--- config.mk ---
export PLATFORM = sky130hd
export DESIGN_NAME = axi4_slave_ram_flat
export DESIGN_NICKNAME = d
export VERILOG_FILES = /design/src/rtl/axi4_slave_ram_if.sv /design/src/rtl/axi4_slave_ram.sv /design/src/flat_wrapper.sv
export SDC_FILE = /design/constraint.sdc
export NUM_CORES = 2
export LEC_CHECK = 0
export CAP_MARGIN = 20
export CORE_UTILIZATION = 40
export CTS_CLUSTER_DIAMETER = 200
export CTS_CLUSTER_SIZE = 20
export DETAILED_ROUTE_END_ITERATION = 10
export PLACE_DENSITY_LB_ADDON = 0.2
export SLEW_MARGIN = 20
export SYNTH_ARGS = -nofsm -noshare
export SYNTH_HDL_FRONTEND = slang
export SYNTH_SLANG_ARGS = --single-unit
--- constraint.sdc ---
create_clock -name aclk -period 3 [get_ports aclk]
set_input_delay 0.45 -clock aclk [delete_from_list [all_inputs] [get_ports aclk]]
set_output_delay 0.45 -clock aclk [all_outputs]
set_load 0.02 [all_outputs]
--- src/rtl/axi4_slave_ram_if.sv ---
// AXI4 connector carrying the address, data and response channels between a
// master and axi4_slave_ram. Sideband signals (cache, prot, lock, region, qos,
// user) are not carried.
interface axi4_slave_ram_if #(
    parameter int DATA_BYTES    = 4,
    parameter int ADDR_BYTES    = 1,
    parameter int NUM_ID_BITS_P = 4
) ();
    // write address channel
    logic                     awvalid;
    logic                     awready;
    logic [ADDR_BYTES*8-1:0]  awaddr;
    logic [7:0]               awlen;
    logic [2:0]               awsize;
    logic [1:0]               awburst;
    logic [NUM_ID_BITS_P-1:0] awid;
    // write data channel
    logic                     wvalid;
    logic                     wready;
    logic [DATA_BYTES*8-1:0]  wdata;
    logic [DATA_BYTES-1:0]    wstrb;
    logic                     wlast;
    // write response channel
    logic                     bvalid;
    logic                     bready;
    logic [1:0]               bresp;
    logic [NUM_ID_BITS_P-1:0] bid;
    // read address channel
    logic                     arvalid;
    logic                     arready;
    logic [ADDR_BYTES*8-1:0]  araddr;
    logic [7:0]               arlen;
    logic [2:0]               arsize;
    logic [1:0]               arburst;
    logic [NUM_ID_BITS_P-1:0] arid;
    // read data channel
    logic                     rvalid;
    logic                     rready;
    logic [DATA_BYTES*8-1:0]  rdata;
    logic [1:0]               rresp;
    logic [NUM_ID_BITS_P-1:0] rid;
    logic                     rlast;

    modport master (
        output awvalid, awaddr, awlen, awsize, awburst, awid,
        output wvalid, wdata, wstrb, wlast, bready,
        output arvalid, araddr, arlen, arsize, arburst, arid, rready,
        input  awready, wready, bvalid, bresp, bid,
        input  arready, rvalid, rdata, rresp, rid, rlast
    );

    modport slave (
        input  awvalid, awaddr, awlen, awsize, awburst, awid,
        input  wvalid, wdata, wstrb, wlast, bready,
        input  arvalid, araddr, arlen, arsize, arburst, arid, rready,
        output awready, wready, bvalid, bresp, bid,
        output arready, rvalid, rdata, rresp, rid, rlast
    );
endinterface

--- src/rtl/axi4_slave_ram.sv ---
// AXI4 full slave backed by a word-addressed RAM. One outstanding write and one
// outstanding read, each handled by its own FSM; the two run concurrently.
module axi4_slave_ram #(
    parameter int DATA_BYTES    = 4,
    parameter int ADDR_BYTES    = 1,
    parameter int NUM_ID_BITS_P = 4,
    parameter int MEM_DEPTH     = 64
) (
    input logic             aclk,
    input logic             areset,
    axi4_slave_ram_if.slave bus
);
    localparam int DATA_W = DATA_BYTES * 8;
    localparam int ADDR_W = ADDR_BYTES * 8;
    localparam int BSHIFT = $clog2(DATA_BYTES);
    localparam int WORD_W = $clog2(MEM_DEPTH);
    localparam int XW     = ADDR_W + 16;

    typedef enum logic [1:0] {W_IDLE, W_DATA, W_RESP} wstate_t;
    typedef enum logic       {R_IDLE, R_DATA}         rstate_t;

    logic [DATA_W-1:0] mem [MEM_DEPTH];

    // RAM word selected by a byte address; wraps modulo the RAM depth
    function automatic logic [WORD_W-1:0] word_of(input logic [ADDR_W-1:0] a);
        return WORD_W'(a >> BSHIFT);
    endfunction

    // oversize beats, reserved burst type and WRAP with a non-power-of-two length
    function automatic logic bad_burst(input logic [7:0] len, input logic [2:0] size,
                                       input logic [1:0] burst);
        logic wrap_len_ok;
        wrap_len_ok = (len == 8'd1) || (len == 8'd3) || (len == 8'd7) || (len == 8'd15);
        return (size > 3'(BSHIFT)) || (burst == 2'b11) || ((burst == 2'b10) && !wrap_len_ok);
    endfunction

    // byte address of the following beat for FIXED / INCR / WRAP bursts
    function automatic logic [ADDR_W-1:0] next_addr(input logic [ADDR_W-1:0] a,
                                                    input logic [7:0] len,
                                                    input logic [2:0] size,
                                                    input logic [1:0] burst);
        logic [XW-1:0] step, span, sum, base;
        step = XW'(1) << size;
        span = (XW'(len) + XW'(1)) << size;
        sum  = XW'(a) + step;
        base = XW'(a) & ~(span - XW'(1));
        case (burst)
            2'b00:   return a;
            2'b10:   return ADDR_W'(base | (sum & (span - XW'(1))));
            default: return ADDR_W'(sum);
        endcase
    endfunction

    logic alive;

    // outputs stay low during reset; ready appears on the first edge after release
    always_ff @(posedge aclk or posedge areset) begin
        if (areset) alive <= 1'b0;
        else        alive <= 1'b1;
    end

    // ---------------- write path ----------------
    wstate_t                  w_state, w_next;
    logic [ADDR_W-1:0]        w_addr;
    logic [7:0]               w_len, w_cnt;
    logic [2:0]               w_size;
    logic [1:0]               w_burst;
    logic [NUM_ID_BITS_P-1:0] w_id;
    logic                     w_err, w_last_err;
    logic                     awready_c, wready_c, bvalid_c, aw_hs, w_hs;

    // write FSM state register
    always_ff @(posedge aclk or posedge areset) begin
        if (areset) w_state <= W_IDLE;
        else        w_state <= w_next;
    end

    // write FSM next state and channel handshake outputs
    always_comb begin
        w_next    = w_state;
        awready_c = 1'b0;
        wready_c  = 1'b0;
        bvalid_c  = 1'b0;
        unique case (w_state)
            W_IDLE: begin
                awready_c = alive;
                if (bus.awvalid && alive) w_next = W_DATA;
            end
            W_DATA: begin
                wready_c = 1'b1;
                if (bus.wvalid && (w_cnt == w_len)) w_next = W_RESP;
            end
            W_RESP: begin
                bvalid_c = 1'b1;
                if (bus.bready) w_next = W_IDLE;
            end
            default: w_next = W_IDLE;
        endcase
    end

    assign aw_hs = bus.awvalid && awready_c;
    assign w_hs  = bus.wvalid && wready_c;

    // capture the write command, then walk the burst address and flag wlast misuse
    always_ff @(posedge aclk or posedge areset) begin
        if (areset) begin
            w_addr     <= '0;
            w_len      <= '0;
            w_cnt      <= '0;
            w_size     <= '0;
            w_burst    <= '0;
            w_id       <= '0;
            w_err      <= 1'b0;
            w_last_err <= 1'b0;
        end else if (aw_hs) begin
            w_addr     <= bus.awaddr;
            w_len      <= bus.awlen;
            w_cnt      <= '0;
            w_size     <= bus.awsize;
            w_burst    <= bus.awburst;
            w_id       <= bus.awid;
            w_err      <= bad_burst(bus.awlen, bus.awsize, bus.awburst);
            w_last_err <= 1'b0;
        end else if (w_hs) begin
            w_addr <= next_addr(w_addr, w_len, w_size, w_burst);
            w_cnt  <= w_cnt + 8'd1;
            if (bus.wlast != (w_cnt == w_len)) w_last_err <= 1'b1;
        end
    end

    // strobed byte writes; an erroring burst leaves the RAM untouched
    always_ff @(posedge aclk) begin
        if (w_hs && !w_err) begin
            for (int b = 0; b < DATA_BYTES; b++) begin
                if (bus.wstrb[b]) mem[word_of(w_addr)][b*8 +: 8] <= bus.wdata[b*8 +: 8];
            end
        end
    end

    assign bus.awready = awready_c;
    assign bus.wready  = wready_c;
    assign bus.bvalid  = bvalid_c;
    assign bus.bresp   = (bvalid_c && (w_err || w_last_err)) ? 2'b10 : 2'b00;
    assign bus.bid     = bvalid_c ? w_id : '0;

    // ---------------- read path ----------------
    rstate_t                  r_state, r_next;
    logic [ADDR_W-1:0]        r_addr;
    logic [7:0]               r_len, r_cnt;
    logic [2:0]               r_size;
    logic [1:0]               r_burst;
    logic [NUM_ID_BITS_P-1:0] r_id;
    logic                     r_err, ar_err;
    logic [DATA_W-1:0]        rdata_q;
    logic                     arready_c, rvalid_c, ar_hs, r_hs;

    // read FSM state register
    always_ff @(posedge aclk or posedge areset) begin
        if (areset) r_state <= R_IDLE;
        else        r_state <= r_next;
    end

    // read FSM next state and channel handshake outputs
    always_comb begin
        r_next    = r_state;
        arready_c = 1'b0;
        rvalid_c  = 1'b0;
        unique case (r_state)
            R_IDLE: begin
                arready_c = alive;
                if (bus.arvalid && alive) r_next = R_DATA;
            end
            R_DATA: begin
                rvalid_c = 1'b1;
                if (bus.rready && (r_cnt == r_len)) r_next = R_IDLE;
            end
            default: r_next = R_IDLE;
        endcase
    end

    assign ar_hs  = bus.arvalid && arready_c;
    assign r_hs   = rvalid_c && bus.rready;
    assign ar_err = bad_burst(bus.arlen, bus.arsize, bus.arburst);

    // preload each beat's data so accepted beats stream back-to-back; a same-edge
    // RAM write is not visible here, so the read sees the old word
    always_ff @(posedge aclk or posedge areset) begin
        if (areset) begin
            r_addr  <= '0;
            r_len   <= '0;
            r_cnt   <= '0;
            r_size  <= '0;
            r_burst <= '0;
            r_id    <= '0;
            r_err   <= 1'b0;
            rdata_q <= '0;
        end else if (ar_hs) begin
            r_addr  <= next_addr(bus.araddr, bus.arlen, bus.arsize, bus.arburst);
            r_len   <= bus.arlen;
            r_cnt   <= '0;
            r_size  <= bus.arsize;
            r_burst <= bus.arburst;
            r_id    <= bus.arid;
            r_err   <= ar_err;
            rdata_q <= ar_err ? '0 : mem[word_of(bus.araddr)];
        end else if (r_hs && (r_cnt != r_len)) begin
            r_addr  <= next_addr(r_addr, r_len, r_size, r_burst);
            r_cnt   <= r_cnt + 8'd1;
            rdata_q <= r_err ? '0 : mem[word_of(r_addr)];
        end
    end

    assign bus.arready = arready_c;
    assign bus.rvalid  = rvalid_c;
    assign bus.rdata   = rvalid_c ? rdata_q : '0;
    assign bus.rresp   = (rvalid_c && r_err) ? 2'b10 : 2'b00;
    assign bus.rid     = rvalid_c ? r_id : '0;
    assign bus.rlast   = rvalid_c && (r_cnt == r_len);
endmodule

--- src/flat_wrapper.sv ---
// flat-port wrapper written by rule: the top's interface ports become plain ports
module axi4_slave_ram_flat 
#(
    parameter int DATA_BYTES    = 4,
    parameter int ADDR_BYTES    = 1,
    parameter int NUM_ID_BITS_P = 4,
    parameter int MEM_DEPTH     = 64
)
  (aclk, areset, bus_awvalid, bus_awaddr, bus_awlen, bus_awsize, bus_awburst, bus_awid, bus_wvalid, bus_wdata, bus_wstrb, bus_wlast, bus_bready, bus_arvalid, bus_araddr, bus_arlen, bus_arsize, bus_arburst, bus_arid, bus_rready, bus_awready, bus_wready, bus_bvalid, bus_bresp, bus_bid, bus_arready, bus_rvalid, bus_rdata, bus_rresp, bus_rid, bus_rlast);
  axi4_slave_ram_if #(.DATA_BYTES(DATA_BYTES), .ADDR_BYTES(ADDR_BYTES), .NUM_ID_BITS_P(NUM_ID_BITS_P)) bus_i ();
  input logic aclk;
  input logic areset;
  input wire logic [$bits(bus_i.awvalid)-1:0] bus_awvalid;
  input wire logic [$bits(bus_i.awaddr)-1:0] bus_awaddr;
  input wire logic [$bits(bus_i.awlen)-1:0] bus_awlen;
  input wire logic [$bits(bus_i.awsize)-1:0] bus_awsize;
  input wire logic [$bits(bus_i.awburst)-1:0] bus_awburst;
  input wire logic [$bits(bus_i.awid)-1:0] bus_awid;
  input wire logic [$bits(bus_i.wvalid)-1:0] bus_wvalid;
  input wire logic [$bits(bus_i.wdata)-1:0] bus_wdata;
  input wire logic [$bits(bus_i.wstrb)-1:0] bus_wstrb;
  input wire logic [$bits(bus_i.wlast)-1:0] bus_wlast;
  input wire logic [$bits(bus_i.bready)-1:0] bus_bready;
  input wire logic [$bits(bus_i.arvalid)-1:0] bus_arvalid;
  input wire logic [$bits(bus_i.araddr)-1:0] bus_araddr;
  input wire logic [$bits(bus_i.arlen)-1:0] bus_arlen;
  input wire logic [$bits(bus_i.arsize)-1:0] bus_arsize;
  input wire logic [$bits(bus_i.arburst)-1:0] bus_arburst;
  input wire logic [$bits(bus_i.arid)-1:0] bus_arid;
  input wire logic [$bits(bus_i.rready)-1:0] bus_rready;
  output wire logic [$bits(bus_i.awready)-1:0] bus_awready;
  output wire logic [$bits(bus_i.wready)-1:0] bus_wready;
  output wire logic [$bits(bus_i.bvalid)-1:0] bus_bvalid;
  output wire logic [$bits(bus_i.bresp)-1:0] bus_bresp;
  output wire logic [$bits(bus_i.bid)-1:0] bus_bid;
  output wire logic [$bits(bus_i.arready)-1:0] bus_arready;
  output wire logic [$bits(bus_i.rvalid)-1:0] bus_rvalid;
  output wire logic [$bits(bus_i.rdata)-1:0] bus_rdata;
  output wire logic [$bits(bus_i.rresp)-1:0] bus_rresp;
  output wire logic [$bits(bus_i.rid)-1:0] bus_rid;
  output wire logic [$bits(bus_i.rlast)-1:0] bus_rlast;
  assign bus_i.awvalid = bus_awvalid;
  assign bus_i.awaddr = bus_awaddr;
  assign bus_i.awlen = bus_awlen;
  assign bus_i.awsize = bus_awsize;
  assign bus_i.awburst = bus_awburst;
  assign bus_i.awid = bus_awid;
  assign bus_i.wvalid = bus_wvalid;
  assign bus_i.wdata = bus_wdata;
  assign bus_i.wstrb = bus_wstrb;
  assign bus_i.wlast = bus_wlast;
  assign bus_i.bready = bus_bready;
  assign bus_i.arvalid = bus_arvalid;
  assign bus_i.araddr = bus_araddr;
  assign bus_i.arlen = bus_arlen;
  assign bus_i.arsize = bus_arsize;
  assign bus_i.arburst = bus_arburst;
  assign bus_i.arid = bus_arid;
  assign bus_i.rready = bus_rready;
  assign bus_awready = bus_i.awready;
  assign bus_wready = bus_i.wready;
  assign bus_bvalid = bus_i.bvalid;
  assign bus_bresp = bus_i.bresp;
  assign bus_bid = bus_i.bid;
  assign bus_arready = bus_i.arready;
  assign bus_rvalid = bus_i.rvalid;
  assign bus_rdata = bus_i.rdata;
  assign bus_rresp = bus_i.rresp;
  assign bus_rid = bus_i.rid;
  assign bus_rlast = bus_i.rlast;
  axi4_slave_ram #(.DATA_BYTES(DATA_BYTES), .ADDR_BYTES(ADDR_BYTES), .NUM_ID_BITS_P(NUM_ID_BITS_P), .MEM_DEPTH(MEM_DEPTH)) u_core (.aclk(aclk), .areset(areset), .bus(bus_i));
endmodule
==> impl_summary.md <==
Run status
The run finished with clean final reports.

Job
The number of maximum-capacitance violations is 0.

Hold path
The startpoint identified for the worst hold timing path is bus_wdata[20]. The path with the worst hold slack has its endpoint at u_core.mem[19][20]$_DFFE_PP_. Along the worst hold path, the cell count comes to 1. The class of the tightest hold or removal check is primary input to register.

Setup path
The worst setup path is captured at a register. The largest delay contributor family on the critical path is multiplexers. The signal on the critical path passes through buf_16 -> buf_16 -> mux4_2 -> mux4_2 -> mux4_2 -> nand2_1 -> nand3_1. Counting both buffers and inverters, the worst setup path holds a total of 2. The slowest stage of the critical path is the sky130_fd_sc_hd__mux4_2 cell.

The worst setup path is launched from a register. The setup slack of the most critical reg-to-reg path is 0.02 ns. The largest single stage delay on the critical path is 0.57 ns.

Of all nets on the critical path, the largest fanout is 25. Counting cells, the worst reg-to-reg path comes to 7. The category of the critical setup timing path is register to register. The worst register-to-register path ends at u_core.rdata_q[14]$_DFFE_PP0P_. The data required time of the worst path is 3.71 ns. At the worst endpoint, the arrival time is 3.69 ns. The dominant cell type by count on the critical path is sky130_fd_sc_hd__mux4_2.

Logic synthesis
The adder-cell share of the synthesized area is 0.424%. The multiplexer share of the synthesized area is 29.6%. The simple logic cell fraction of the synthesized area is 3.63%.

The cell count after synthesis came out at 5,155. The fraction of registers with async set/reset is 4.88%. The prevailing post-synth register cell is sky130_fd_sc_hd__edfxtp_1. After synthesis, flip-flops and latches occupy 62.5% of the total area. The share of the synthesized area in compound gates (AO/OA/AOI/OAI) is 1.42%. During synthesis, Yosys emitted a total of 0 warnings. After synthesis, the largest family of logic cells by area is multiplexers. The register bit total from synthesis is 2,153. The cell area that synthesis handed to floorplanning was 103,000 um^2.

A synthesized cell averages 19.9 um^2. The count of different cell masters after synthesis is 71. The count of flip-flops with a built-in enable after synthesis is 2,048.

After Yosys synthesis, XOR and XNOR cells account for 0.589% of the synthesized area.

Timing
The ratio of final minimum period to clock period is 99.2%. Derived from the worst setup path, the maximum achievable clock frequency is 0.336 GHz. For the final database, setup skew stands at 0.0453 ns. Across all hold checks on the routed design, the worst slack comes to 0.0479 ns. The slew at the pin closest to its max-slew limit is 1.12 ns.

The relative slew slack is 25.3%. Once routing completed, OpenROAD measured the worst setup slack at 0.0237 ns. Setup repair after global routing could not meet its margin everywhere. The count of endpoints failing hold in the final timing report is 0. The total negative slack is 0 ns. The number of slew-limit violations in the final report is 0. Setup violations remaining at the end of the flow were counted as 0.

The post-route minimum period is 2.98 ns.

CTS
The clock tree synthesis step divided the H-tree into 3 levels. The clock tree from TritonCTS is done. The number of clock sinks is 2,153.

After clock tree synthesis, the clock-pin slew on the worst setup and hold paths is 0.09 ns. The root cell of the clock tree is sky130_fd_sc_hd__clkbuf_16. The latest clock arrival within the worst-skew pair is 0.84 ns. The maximum count of clock buffers along a single path is 3. TritonCTS created 117 clock buffers.

Routing
The detail route stage leaves a number of antenna-violating nets equal to 0. The number of design rule violations left after detail routing is 0. Dividing the detail-routed via count by the number of cells gives 6.23. The initial detailed-routing violation count is 7,083. The detail-routed net length per standard cell is 34.5 um.

Across all layers, the routed design uses 57,200 vias. The total iterations of the first detailed-routing run is 9. The total routed wirelength is 317,000 um.

Placed design
The number of placed instances, taps included, is 8,923. The total placed instance area is 113,000 um^2. The placer's final routability congestion estimate is 0.841. The count of input and output buffers is 141.

The total half-perimeter wirelength after legalization and detailed placement is 218,000 um. The setup slack after placement is -0.594 ns.

Cells and area
The design area is 117,000 um^2. In the layout the commonest cells are sky130_fd_sc_hd__edfxtp_1, sky130_fd_sc_hd__mux4_2, sky130_fd_sc_hd__buf_4, sky130_fd_sc_hd__nor2_1, sky130_fd_sc_hd__nand2_1. The most frequent standard cell in the layout excluding fill and tap cells is sky130_fd_sc_hd__edfxtp_1.

Once layout is complete, the utilization of the core stands at 46.0%. The number of nets at the end of the flow is 5,822. The count of cells in the finished layout, fillers not included, comes to 9,181. The area growth from synthesis to layout is 14.1%. Cells with a size suffix above 1 make up 38.6% of the layout.

Power
The switching share of power is 32.5%. The worst vdd rail ir drop is 864 uV. Registers are responsible for 42.2% of the overall power. The analysis attributes to net switching a power of 27.1 mW.

The part of the power in the clock network is 21.1%. Summed over all cells, the static leakage comes to 37.4 nW. The internal power component is 56.2 mW. The total power divided by cell area is 711 nW/um^2. Of the total power, combinational logic draws 36.8%. The total power consumption of the routed design is 83.3 mW.

GRT
The overall fraction of global-route tracks in use is 24.7%. The global-route wire length before repair is 449,000 um. The via count of the first global-routing pass is 58,000. The total overflow left after global routing is 0. The pin count of the biggest net entering global routing is 68. The initial antenna violation count is 27.

Floorplanning
The die outline area is 259,000 um^2. The core region is 255,000 um^2. The die is 508 um tall. The initial core utilization is 40.3%. The overall die width is 508 um.

The number of core rows is 185. 144 I/O pins were placed.
[cells in the mapped netlist, types with 15 or more instances]
cell type | instances | area share, %
sky130_fd_sc_hd__xnor2_1 | 35 | 0.30
sky130_fd_sc_hd__buf_1 | 55 | 0.20
sky130_fd_sc_hd__nor3_1 | 20 | 0.098
sky130_fd_sc_hd__edfxtp_1 | 2048 | 60
sky130_fd_sc_hd__mux4_2 | 1320 | 29
sky130_fd_sc_hd__and3_1 | 15 | 0.091
sky130_fd_sc_hd__o21ai_0 | 55 | 0.27
sky130_fd_sc_hd__nor2b_1 | 20 | 0.12
sky130_fd_sc_hd__dfrtp_1 | 105 | 2.6
sky130_fd_sc_hd__nand2_1 | 302 | 1.1
sky130_fd_sc_hd__o211ai_1 | 31 | 0.23
sky130_fd_sc_hd__buf_2 | 109 | 0.53
sky130_fd_sc_hd__mux2i_1 | 38 | 0.37
sky130_fd_sc_hd__clkbuf_1 | 228 | 0.83
sky130_fd_sc_hd__nor2_1 | 330 | 1.2
sky130_fd_sc_hd__xor2_1 | 34 | 0.29
sky130_fd_sc_hd__and2_1 | 50 | 0.30
sky130_fd_sc_hd__ha_1 | 30 | 0.37
sky130_fd_sc_hd__a21oi_1 | 50 | 0.24
sky130_fd_sc_hd__mux2_2 | 28 | 0.31
sky130_fd_sc_hd__nand3_1 | 55 | 0.27
sky130_fd_sc_hd__inv_1 | 27 | 0.099
[sequential cells by signal (all words and copies together), names as in the netlist, 3 cells and up, named ones only]
| register | cells |
|---|---|
| u_core.r_len | 8 |
| u_core.r_id | 4 |
| u_core.w_size | 3 |
| u_core.r_cnt | 8 |
| u_core.w_cnt | 8 |
| u_core.w_id | 4 |
| u_core.mem | 2048 |
| u_core.rdata_q | 32 |
| u_core.w_len | 8 |
| u_core.r_size | 3 |
[logic make-up after synthesis]
logic type               count (synthesis)
flip-flops                            2153
multiplexers                          1386
AND/OR/NAND/NOR                        856
buffers and inverters                  435
AO/OA/AOI/OAI                          221
XOR/XNOR                                69
adder cells (fa/ha/maj)                 33
other                                    2
[timing repair]
item / 4_1_cts / 5_1_grt
cloned: 2 / 0
endpoints found under the setup margin: 47 / 23
hold buffers: 2 / 0
pin swaps: 0 / 4
buffers inserted: 12 / 4
resized for setup: 50 / 26
hold endpoints to repair: 4 / 0
[area by class of cell]
cell class	count	area, um^2
fill	21300	138000
sequential	2153	64200
multi-input combinational	2568	36800
timing repair buffer	827	8290
tap	3366	4210
clock buffer	219	3400
inverter	28	109
clock inverter	4	50.0
antenna	16	40.0
[worst reg2reg max path: cells and delay by family, from the launching register on]
family	cells	cell delay, ns
mux	3	1.61
simple gates	2	0.15
flops	1	0.54
buf+inv	2	0.57
[worst max path at each step]
| stage | startpoint | end | slack [ns] | cells past startpoint |
|---|---|---|---|---|
| finish | register | u_core.rdata_q[14]$_DFFE_PP0P_ | 0.02 | 7 |
| global route | register | u_core.rdata_q[23]$_DFFE_PP0P_ | -0.06 | 8 |
| CTS | register | u_core.rdata_q[23]$_DFFE_PP0P_ | -0.007 | 8 |
| detailed placement | bus_arsize[0] | register | -0.59 | 15 |
| global placement | bus_arsize[0] | register | -0.66 | 15 |
| floorplan | bus_arsize[2] | register | 0.001 | 13 |
[power groups by stage]
stage                     Sequential, mW  Clock (mW)  Combinational (mW)
after floorplan                     34.7           0                19.4
after CTS                           35.1        18.0                30.5
after global placement              35.8           0                30.0
after detailed placement            35.8           0                30.1
after global routing                35.2        18.9                32.3
final                               35.1        17.6                30.6
[layer usage]
metal	part of all wire [%]	GRT usage [%]
met2	48	39.4
met4	2.6	6.62
met5	0.087	0.426
met1	40	33.9
met3	8.8	5.85
Power figures use the tool's default switching activity.
